File: config.mk
export PLATFORM = sky130hd
export DESIGN_NAME = spi_target
export DESIGN_NICKNAME = d
export VERILOG_FILES = /design/src/rtl/spi_target.sv
export SDC_FILE = /design/constraint.sdc
export NUM_CORES = 1
export LEC_CHECK = 0
export ABC_AREA = 0
export ABC_CLOCK_PERIOD_IN_PS = 7200
export BUFFER_PORTS_ARGS = -buffer_cell sky130_fd_sc_hd__buf_4
export CORE_MARGIN = 2
export CORE_UTILIZATION = 40
export DETAILED_ROUTE_END_ITERATION = 10
export PLACE_DENSITY_LB_ADDON = 0.05
export SETUP_SLACK_MARGIN = 0.3
export SLEW_MARGIN = 20
export SYNTH_ARGS = -nofsm -noshare
export SYNTH_HDL_FRONTEND = slang
export SYNTH_SLANG_ARGS = --single-unit
File: constraint.sdc
create_clock -name clk -period 7.2 [get_ports clk]
set_input_delay 0.36 -clock clk [delete_from_list [all_inputs] [get_ports clk]]
set_output_delay 0.36 -clock clk [all_outputs]
set_load 0.03 [all_outputs]
File: src/rtl/spi_target.sv
// spi_target: SPI peripheral-side controller with an Avalon-MM register map.
// Define SPI_TARGET_IRQ_EN to build the registered interrupt output.
module spi_target #(
  parameter int FIFO_DEPTH  = 16,
  parameter int SYNC_STAGES = 2
) (
  input  logic        clk,
  input  logic        reset,
  input  logic        read,
  input  logic        write,
  input  logic        chipselect,
  input  logic [1:0]  address,
  input  logic [31:0] writedata,
  output logic [31:0] readdata,
  input  logic        spi_clk,
  input  logic        spi_cs_n,
  input  logic        spi_mosi,
  output logic        spi_miso,
  output logic        spi_miso_oe,
  output logic        irq
);
  localparam int AW = $clog2(FIFO_DEPTH);
  localparam int CW = AW + 1;
  localparam logic [CW-1:0] FULL = CW'(FIFO_DEPTH);

  typedef enum logic [1:0] { IDLE, SHIFT, COMMIT } state_t;
  state_t state_q, state_d;

  logic [SYNC_STAGES-1:0] sclk_q, scs_q, smosi_q;
  logic sclk_p_q, scs_p_q;
  logic sclk_s, cs_s, mosi_s;
  logic cs_fall, clk_rise, clk_fall, lead, trail, smp, shf;

  logic [4:0] ctrl_ws_q, act_ws_q, ws;
  logic       en_q, cpha_q, cpol_q, act_cpha_q, act_cpol_q, cpha, cpol;
  logic       irq_rx_en, irq_err_en;

  logic [31:0] tx_mem [FIFO_DEPTH];
  logic [31:0] rx_mem [FIFO_DEPTH];
  logic [AW-1:0] tx_wr_q, tx_rd_q, rx_wr_q, rx_rd_q;
  logic [CW-1:0] tx_cnt_q, rx_cnt_q;
  logic tx_empty, tx_full, rx_empty, rx_full;
  logic tx_push, tx_push_ok, tx_pop, rx_push, rx_push_ok, rx_pop;

  logic rd_en, wr_en, rd_prev_q, w1c, ctrl_wr;
  logic txfo_q, rxfo_q, txur_q, cs_act_q, txur_set;

  logic [31:0] tx_word_q, tx_word_d, rx_word_q, rx_word_d, ld_word;
  logic [4:0]  idx_q, idx_d;
  logic        miso_q, miso_d, smpd_q, smpd_d, load;

  assign sclk_s = sclk_q[SYNC_STAGES-1];
  assign cs_s   = scs_q[SYNC_STAGES-1];
  assign mosi_s = smosi_q[SYNC_STAGES-1];

  // synchronize the SPI pins; one history flop per clock/select for edges
  always_ff @(posedge clk or posedge reset) begin
    if (reset) begin
      sclk_q   <= '0;
      scs_q    <= '1;
      smosi_q  <= '0;
      sclk_p_q <= 1'b0;
      scs_p_q  <= 1'b1;
    end else begin
      sclk_q[0]  <= spi_clk;
      scs_q[0]   <= spi_cs_n;
      smosi_q[0] <= spi_mosi;
      for (int i = 1; i < SYNC_STAGES; i++) begin
        sclk_q[i]  <= sclk_q[i-1];
        scs_q[i]   <= scs_q[i-1];
        smosi_q[i] <= smosi_q[i-1];
      end
      sclk_p_q <= sclk_s;
      scs_p_q  <= cs_s;
    end
  end

  assign cs_fall  = ~cs_s & scs_p_q;
  assign clk_rise = sclk_s & ~sclk_p_q;
  assign clk_fall = ~sclk_s & sclk_p_q;

  // mode/size follow CONTROL while idle and freeze during a frame
  assign ws    = (state_q == IDLE) ? ctrl_ws_q : act_ws_q;
  assign cpha  = (state_q == IDLE) ? cpha_q : act_cpha_q;
  assign cpol  = (state_q == IDLE) ? cpol_q : act_cpol_q;
  assign lead  = cpol ? clk_fall : clk_rise;
  assign trail = cpol ? clk_rise : clk_fall;
  assign smp   = cpha ? trail : lead;
  assign shf   = cpha ? lead : trail;

  assign rd_en   = read & chipselect;
  assign wr_en   = write & chipselect;
  assign w1c     = wr_en && address == 2'd1;
  assign ctrl_wr = wr_en && address == 2'd2;

  assign tx_empty = tx_cnt_q == '0;
  assign tx_full  = tx_cnt_q == FULL;
  assign rx_empty = rx_cnt_q == '0;
  assign rx_full  = rx_cnt_q == FULL;

  assign tx_push    = wr_en && address == 2'd0;
  assign tx_push_ok = tx_push && (!tx_full || tx_pop);
  assign rx_pop     = rd_en && address == 2'd0 && !rd_prev_q && !rx_empty;
  assign rx_push_ok = rx_push && (!rx_full || rx_pop);
  assign ld_word    = tx_empty ? '0 : tx_mem[tx_rd_q];

  // FIFO storage, written only on accepted pushes
  always_ff @(posedge clk) begin
    if (tx_push_ok) tx_mem[tx_wr_q] <= writedata;
    if (rx_push_ok) rx_mem[rx_wr_q] <= rx_word_q;
  end

  // FIFO pointers and occupancy counts
  always_ff @(posedge clk or posedge reset) begin
    if (reset) begin
      tx_wr_q  <= '0;
      tx_rd_q  <= '0;
      rx_wr_q  <= '0;
      rx_rd_q  <= '0;
      tx_cnt_q <= '0;
      rx_cnt_q <= '0;
    end else begin
      if (tx_push_ok) tx_wr_q <= tx_wr_q + 1'b1;
      if (tx_pop)     tx_rd_q <= tx_rd_q + 1'b1;
      if (rx_push_ok) rx_wr_q <= rx_wr_q + 1'b1;
      if (rx_pop)     rx_rd_q <= rx_rd_q + 1'b1;
      tx_cnt_q <= tx_cnt_q + CW'(tx_push_ok) - CW'(tx_pop);
      rx_cnt_q <= rx_cnt_q + CW'(rx_push_ok) - CW'(rx_pop);
    end
  end

  // sticky status flags (set wins over W1C), CS tracking, read-edge history
  always_ff @(posedge clk or posedge reset) begin
    if (reset) begin
      txfo_q    <= 1'b0;
      rxfo_q    <= 1'b0;
      txur_q    <= 1'b0;
      cs_act_q  <= 1'b0;
      rd_prev_q <= 1'b0;
    end else begin
      txfo_q    <= (tx_push & ~tx_push_ok) | (txfo_q & ~(w1c & writedata[3]));
      rxfo_q    <= (rx_push & ~rx_push_ok) | (rxfo_q & ~(w1c & writedata[0]));
      txur_q    <= txur_set | (txur_q & ~(w1c & writedata[6]));
      cs_act_q  <= ~cs_s;
      rd_prev_q <= rd_en && address == 2'd0;
    end
  end

  // CONTROL register and the copy that is live during a frame
  always_ff @(posedge clk or posedge reset) begin
    if (reset) begin
      ctrl_ws_q  <= '0;
      en_q       <= 1'b0;
      cpha_q     <= 1'b0;
      cpol_q     <= 1'b0;
      act_ws_q   <= '0;
      act_cpha_q <= 1'b0;
      act_cpol_q <= 1'b0;
    end else begin
      if (ctrl_wr) begin
        ctrl_ws_q <= writedata[4:0];
        en_q      <= writedata[15];
        cpha_q    <= writedata[16];
        cpol_q    <= writedata[17];
      end
      if (state_q == IDLE) begin
        act_ws_q   <= ctrl_ws_q;
        act_cpha_q <= cpha_q;
        act_cpol_q <= cpol_q;
      end
    end
  end

  // transfer FSM state register and shift datapath
  always_ff @(posedge clk or posedge reset) begin
    if (reset) begin
      state_q   <= IDLE;
      tx_word_q <= '0;
      rx_word_q <= '0;
      idx_q     <= '0;
      miso_q    <= 1'b0;
      smpd_q    <= 1'b0;
    end else begin
      state_q   <= state_d;
      tx_word_q <= tx_word_d;
      rx_word_q <= rx_word_d;
      idx_q     <= idx_d;
      miso_q    <= miso_d;
      smpd_q    <= smpd_d;
    end
  end

  // next state; smpd gates CPHA=0 shifts so the edge after a word's
  // final sample cannot shift the freshly reloaded word
  always_comb begin
    state_d   = state_q;
    tx_word_d = tx_word_q;
    rx_word_d = rx_word_q;
    idx_d     = idx_q;
    miso_d    = miso_q;
    smpd_d    = smpd_q;
    tx_pop    = 1'b0;
    rx_push   = 1'b0;
    txur_set  = 1'b0;
    load      = 1'b0;
    unique case (state_q)
      IDLE: begin
        miso_d = 1'b0;
        if (cs_fall && en_q) load = 1'b1;
      end
      SHIFT: begin
        if (cs_s || !en_q) begin
          state_d = IDLE;
          miso_d  = 1'b0;
        end else if (smp) begin
          rx_word_d = {rx_word_q[30:0], mosi_s};
          smpd_d    = 1'b1;
          if (cpha) idx_d = idx_q - 5'd1;
          if (idx_q == 5'd0) state_d = COMMIT;
        end else if (shf) begin
          if (cpha) begin
            miso_d = tx_word_q[idx_q];
          end else if (smpd_q) begin
            idx_d  = idx_q - 5'd1;
            miso_d = tx_word_q[idx_q - 5'd1];
            smpd_d = 1'b0;
          end
        end
      end
      COMMIT: begin
        rx_push = 1'b1;
        if (!cs_s && en_q) begin
          load = 1'b1;
        end else begin
          state_d = IDLE;
          miso_d  = 1'b0;
        end
      end
      default: state_d = IDLE;
    endcase
    if (load) begin
      tx_pop    = !tx_empty;
      txur_set  = tx_empty;
      tx_word_d = ld_word;
      idx_d     = ws;
      miso_d    = ld_word[ws];
      rx_word_d = '0;
      smpd_d    = 1'b0;
      state_d   = SHIFT;
    end
  end

`ifdef SPI_TARGET_IRQ_EN
  logic irq_rx_en_q, irq_err_en_q, irq_q;
  assign irq_rx_en  = irq_rx_en_q;
  assign irq_err_en = irq_err_en_q;
  assign irq        = irq_q;

  // interrupt enables and the registered interrupt request
  always_ff @(posedge clk or posedge reset) begin
    if (reset) begin
      irq_rx_en_q  <= 1'b0;
      irq_err_en_q <= 1'b0;
      irq_q        <= 1'b0;
    end else begin
      if (ctrl_wr) begin
        irq_rx_en_q  <= writedata[18];
        irq_err_en_q <= writedata[19];
      end
      irq_q <= (irq_rx_en_q & ~rx_empty) |
               (irq_err_en_q & (rxfo_q | txfo_q | txur_q));
    end
  end
`else
  assign irq_rx_en  = 1'b0;
  assign irq_err_en = 1'b0;
  assign irq        = 1'b0;
`endif

  assign spi_miso    = miso_q;
  assign spi_miso_oe = state_q != IDLE;

  // register read mux
  always_comb begin
    readdata = '0;
    if (rd_en) begin
      unique case (address)
        2'd0: readdata = rx_empty ? '0 : rx_mem[rx_rd_q];
        2'd1: readdata = {24'b0, cs_act_q, txur_q, tx_empty, tx_full,
                          txfo_q, rx_empty, rx_full, rxfo_q};
        2'd2: readdata = {12'b0, irq_err_en, irq_rx_en, cpol_q, cpha_q,
                          en_q, 10'b0, ctrl_ws_q};
        2'd3: readdata = {11'b0, 5'(rx_cnt_q), 11'b0, 5'(tx_cnt_q)};
        default: readdata = '0;
      endcase
    end
  end
endmodule

---- Word-level counts from Yosys, hierarchy flattened ----
Memories as Yosys holds them, arrays and structs flattened.
Index checks and enable logic that the tools add are counted.
storage, ports and cells
  register bits ........................... 127
  memory bits (writable) .................. 1024
  bits of input ports ..................... 42
  logic and storage cells ................. 179
  memories ................................ 2
operators by class
  $add $sub $neg .......................... 9
  magnitude comparators ................... 3
  equal/unequal tests ..................... 17
  muxes and demuxes ....................... 59
  bitwise gates (word level) .............. 24
  reduce and logical (&&, ||, !) cells .... 36
memory list
  memory  words  bits a word  rd ports  clocked after memory_dff  wr ports  line  source
  rx_mem  16     32           1         0                         1         39    logic [31:0] rx_mem [FIFO_DEPTH];
  tx_mem  16     32           1         0                         1         38    logic [31:0] tx_mem [FIFO_DEPTH];
operator list
  kind                                                count
  2-to-1 mux 32 bit                                   7
  one-hot mux 32 bit (4 select lines)                 1
  2-to-1 mux 5 bit                                    9
  2-to-1 mux 1 bit                                    31
  < comparator 5 x 6 -> 1 bit, second input constant  3
  adder 4 x 1 -> 4 bit, second input constant         4
  != test 4 bit, second input constant                4
  binary-select mux 1 bit (select 5 bit)              3
  logical NOT 5 bit                                   3
  bitwise AND 1 bit                                   13
  adder 5 x 1 -> 5 bit                                2
  equality test 5 bit, second input constant          2
  logical AND 1 bit                                   10
  2-to-1 mux 2 bit                                    5
  subtractor 5 x 1 -> 5 bit                           2
  NOT 1 bit                                           8
  AND reduction 4 bit                                 2
  logical NOT 1 bit                                   7
  equality test 2 bit, second input constant          3
  one-hot mux 2 bit (3 select lines)                  1
  AND reduction 6 bit                                 1
  nonzero test 2 bit                                  3
  nonzero test 3 bit                                  2
  != test 5 bit, second input constant                1
  other kinds (14)                                    21

---- Longest topological paths before layout ----
  word-level depth ........................ 11
  mapped depth ............................ 16
  mapped depth without buffers ............ 14

---- Least setup slack after synthesis ----
OpenSTA, ideal clock, no wires.
  path type ............................... flip-flop to flip-flop
  from .................................... register rx_cnt_q[2]
  to ...................................... memory rx_mem[2][0] (enable)
  setup time .............................. 501 ps
  arrival ................................. 4746 ps
  path slack .............................. 1953 ps
  stages on the path, launching flop included .. 10
  cells stage by stage .................... dfrtp_1 inv_1 ha_1 nor4b_1 nor2_1 nand2_1 or2_2 nand2_1 nand2_1 nor4_1
between the ends
  word-level cells in the longest chain between the ends .. 7
  elaborated cells between the ends (all ways) .. 9
  classes of those cells .................. eq/ne (1); mux (2); reduce/logical (6)
ends and longest elaborated chain
  item                                      line  source
  start, declared                           41    logic [CW-1:0] tx_cnt_q, rx_cnt_q;
  start signal, assigned                    128   rx_cnt_q <= rx_cnt_q + CW'(rx_push_ok) - CW'(rx_pop);
  logical NOT 5 bit                         98    assign rx_empty = rx_cnt_q == '0;
  logical NOT 1 bit                         103   assign rx_pop = rd_en && address == 2'd0 && !rd_prev_q && !rx_empty;
  logical AND 1 bit                         103
  logical OR 1 bit *                        104   assign rx_push_ok = rx_push && (!rx_full || rx_pop);
  logical AND 1 bit *                       104
  2-to-1 mux 1 bit *                        110   if (rx_push_ok) rx_mem[rx_wr_q] <= rx_word_q;
  2-to-1 mux 1 bit (not written as such) *  110
  end, declared                             39
Every way passes the cells marked *; elsewhere a longest branch is shown, timed or not.

---- Final worst setup path ----
  from .................................... register rx_rd_q[0]
  to ...................................... output readdata[4]
between the ends
  word-level cells in the longest chain between the ends .. 4
ends and longest elaborated chain
  item                                 line  source
  start, declared                      40    logic [AW-1:0] tx_wr_q, tx_rd_q, rx_wr_q, rx_rd_q;
  start signal, assigned               126   if (rx_pop) rx_rd_q <= rx_rd_q + 1'b1;
  memory (16 x 32 bit)                 -
  2-to-1 mux 32 bit                    288   2'd0: readdata = rx_empty ? '0 : rx_mem[rx_rd_q];
  one-hot mux 32 bit (4 select lines)  287   unique case (address)
  2-to-1 mux 32 bit                    286   if (rd_en) begin
  end, declared                        14    output logic [31:0] readdata,
No other way between the ends.

==> out/metrics.csv <==
metric,value,unit
status,finished clean,
"Clk pin slew, worst setup/hold paths",60,ps
clock latency on the worst-skew pair,710,ps
Clock Path Buffers,3,
share of layout cells above drive strength 1,0.244,
Area Overhead vs Synth,14.6,%
Syn Inst Count,2387,
Seq cells post-synth,1151,
crit path kind,reg2out,
Placed Area,48400,sq um
sequential fraction of the synthesis area,0.739,
# H-tree levels,3,
die height,343,microns
grt ovf,0,
combinational fraction of design power,0.237,
startpoint types,flip-flop,
RSZ-0062 raised after global routing,false,
# diodes,0,
Reg2Reg Capture Point,rx_mem[13][9],
Clk pwr share,0.332,
Detailed Place HPWL,65400,microns
critical path capture point type,primary output,
post-route setup TNS,0,ps
DR pass1 iterations,5,
Overall Power,18.5,mW
largest net degree at the start of global routing,65,
Switch Pwr,5.39,mW
Filler cells,9834,
CTS tree,done,
crit path DAT,4070,ps
worst endpoint required time,6840,ps
Final Max Tran Viols,0,
antenna violations before repair,1,
Hold WC Path Type,in2reg,
Critical Path Fanout Max,38,
Final setup viols,0,
Site Rows,124,
Rel. slew slack,0.244,
starting density of the core,0.402,
PwrDens,351,nW/um^2
core area,114000,sq um
post_cts resized,0,
vias in the first global route,24200,
Root Buffer,clkbuf_16,
WHS Path Cells,1,
syn nets,2453,
Routed Antenna Nets,0,
P_leak,17.9,nW
reg-to-reg startpoint,rx_cnt_q[3],
Mapped Area,45900,sq um
hold_sp,writedata[15],
Seq pwr share,0.431,
clock sinks,1151,
first-pass GRT wire length,171000,microns
# IOs,77,
Tmin final,4430,ps
Ys Warns,0,
wire per inst,28.1,microns
number of port buffers,75,
Avg Vias per Cell,5.60,
FF-to-FF path depth,10,
P_int,13.1,mW
Routed WL,117000,microns
Clock Skews,26.1,ps
Avg Inst Size Synth,19.2,sq um
Inserted Clock Buffers,120,
final core occ,0.461,
Layout Nets,2614,
dominant synthesized flop cell,edfxtp_1,
final period utilization,0.615,
Worst R2R Setup Slack,3020,ps
Max Cap Viol,0,
Vias,23300,
die area,118000,sq um
Die X,343,microns
fin area,52700,sq um
Post-synth ARST share,0.110,
Starting DRT DRC Count,2094,
GP Congestion,0.794,
"IR drop worst, VDD",0.218,mV
switching share of total power,0.292,
GRT Overall Usage,0.201,
DRC Markers,0,
Final Hold Vio Count,0,
worst slew pin tran,1120,ps
achievable frequency,226,MHz
Hold Path Sink,tx_mem[10][15],
"Distinct cells, synth",73,
number of synthesized flops with an enable pin,1024,
## worst max-delay path: stages, from the launching register on
cell and delay (ps):
dfrtp_4 960, buf_4 540, mux4_2 570, mux4_2 510, a221oi_1 290, a211oi_1 190, buf_4 250
## layout make-up
| cell class | instances | area (sq um) | area share |
|---|---|---|---|
| Clock buffer | 153 | 3230 | 0.0613 |
| Inverter | 33 | 129 | 0.00245 |
| Clock inverter | 72 | 674 | 0.0128 |
| Multi-Input combinational cell | 1068 | 11300 | 0.215 |
| Tap cell | 1512 | 1890 | 0.0359 |
| Sequential cell | 1151 | 34000 | 0.645 |
| Timing Repair Buffer | 174 | 1470 | 0.0279 |
## worst max path at each step
stage / startpoint / to / slack (ps) / depth (start not counted)
finish: rx_rd_q[0] / readdata[4] / 2770 / 6
global route: rx_rd_q[0] / readdata[0] / 2520 / 6
CTS: rx_rd_q[0] / readdata[4] / 2620 / 6
detailed placement: rx_cnt_q[3] / rx_mem[13][14] / 3030 / 10
global placement: rx_cnt_q[3] / rx_mem[15][12] / 2860 / 9
floorplan: rx_cnt_q[2] / rx_mem[2][0] / 1950 / 9
## flip-flops by register name, summed over array words and instances, names as in the netlist, 2 cells and up
name,count
act_ws_q,5
ctrl_ws_q,5
idx_q,5
rx_cnt_q,5
rx_mem,512
rx_rd_q,4
rx_word_q,32
rx_wr_q,4
sclk_q,2
scs_q,2
smosi_q,2
state_q,2
tx_cnt_q,5
tx_mem,512
tx_rd_q,4
tx_word_q,32
tx_wr_q,4
## power groups by stage
stage,registers [mW],clock network (mW),logic (mW)
after floorplan,7.72,0,3.49
after global placement,8.08,0,4.44
after detailed placement,8.10,0,4.46
after CTS,7.96,6.28,4.49
after global routing,8.00,6.53,4.75
final,7.95,6.14,4.38
## metal layers
| metal | global-route usage | up-vias | routed length (microns) |
|---|---|---|---|
| met2 | 0.340 | 587 | 58900 |
| met3 | 0.0265 | 166 | 4740 |
| li1 | - | 10000 | - |
| met5 | 0 | - | 16 |
| met1 | 0.273 | 12500 | 50500 |
| met4 | 0.0565 | 2 | 2860 |
## cells by family (layout without fill, tap and decap cells)
family,count (synthesis),in the layout,share of synthesized area
XOR/XNOR,27,27,0.00515
AO/OA/AOI/OAI,266,266,0.0403
AND/OR/NAND/NOR,380,380,0.0393
other,1,1,0.0000816
multiplexers,370,370,0.152
adder cells (fa/ha/maj),24,24,0.00686
buffers and inverters,168,432,0.0180
flip-flops,1151,1151,0.739
## through the flow
stage	hold WS (ps)	setup WS [ps]	std cells
2_1_floorplan	331	1950	2387
3_3_place_gp	336	2860	3901
3_5_place_dp	335	3030	3903
4_1_cts	19.6	2620	4163
5_1_grt	41.9	2520	4163
6_report	67.1	2770	4163
## cells in the mapped netlist, types with 3 or more instances
cell type,count,share of area
edfxtp_1,1024,0.67
mux4_2,252,0.12
nand2_1,170,0.014
dfrtp_1,124,0.068
mux2i_1,91,0.020
clkbuf_1,72,0.0059
a211oi_1,56,0.0092
o21ai_0,51,0.0056
nor2_1,47,0.0038
nand3_1,42,0.0046
a21oi_1,37,0.0040
nor2b_1,36,0.0049
buf_2,31,0.0034
inv_1,31,0.0025
a22oi_1,28,0.0046
a221oi_1,27,0.0051
and2_1,22,0.0030
ha_1,22,0.0060
mux2_2,21,0.0051
a22o_1,20,0.0038
nor3_1,20,0.0022
xnor2_1,19,0.0036
buf_1,13,0.0011
buf_6,12,0.0029
nand2b_1,10,0.0014
o22ai_1,8,0.0011
xor2_1,8,0.0015
o211ai_1,6,0.00098
a32oi_1,5,0.00095
mux4_1,5,0.0029
nand4_1,5,0.00068
nor4_1,5,0.00068
a2111oi_0,3,0.00057
buf_4,3,0.00049
dfstp_2,3,0.0017
nor3b_1,3,0.00049
o31ai_1,3,0.00049
## cells in the final DEF (no fill, tap or decap), types with 24 or more instances in the layout
cell,count
edfxtp_1,1024
mux4_2,252
nand2_1,170
buf_4,133
clkbuf_16,122
dfrtp_1,117
mux2i_1,91
a211oi_1,56
o21ai_0,51
nand3_1,42
nor2_1,41
a21oi_1,37
nor2b_1,35
dlygate4sd3_1,35
inv_1,29
a22oi_1,28
a221oi_1,27
clkinv_2,26
clkbuf_1,25
clkinv_1,24
## repair_timing
action	4_1_cts	5_1_grt
buffers inserted	0	0
hold buffers	35	0
hold endpoints to repair	564	0
setup endpoints to repair	0	0
No activity file was read; power rests on OpenSTA's default activity.
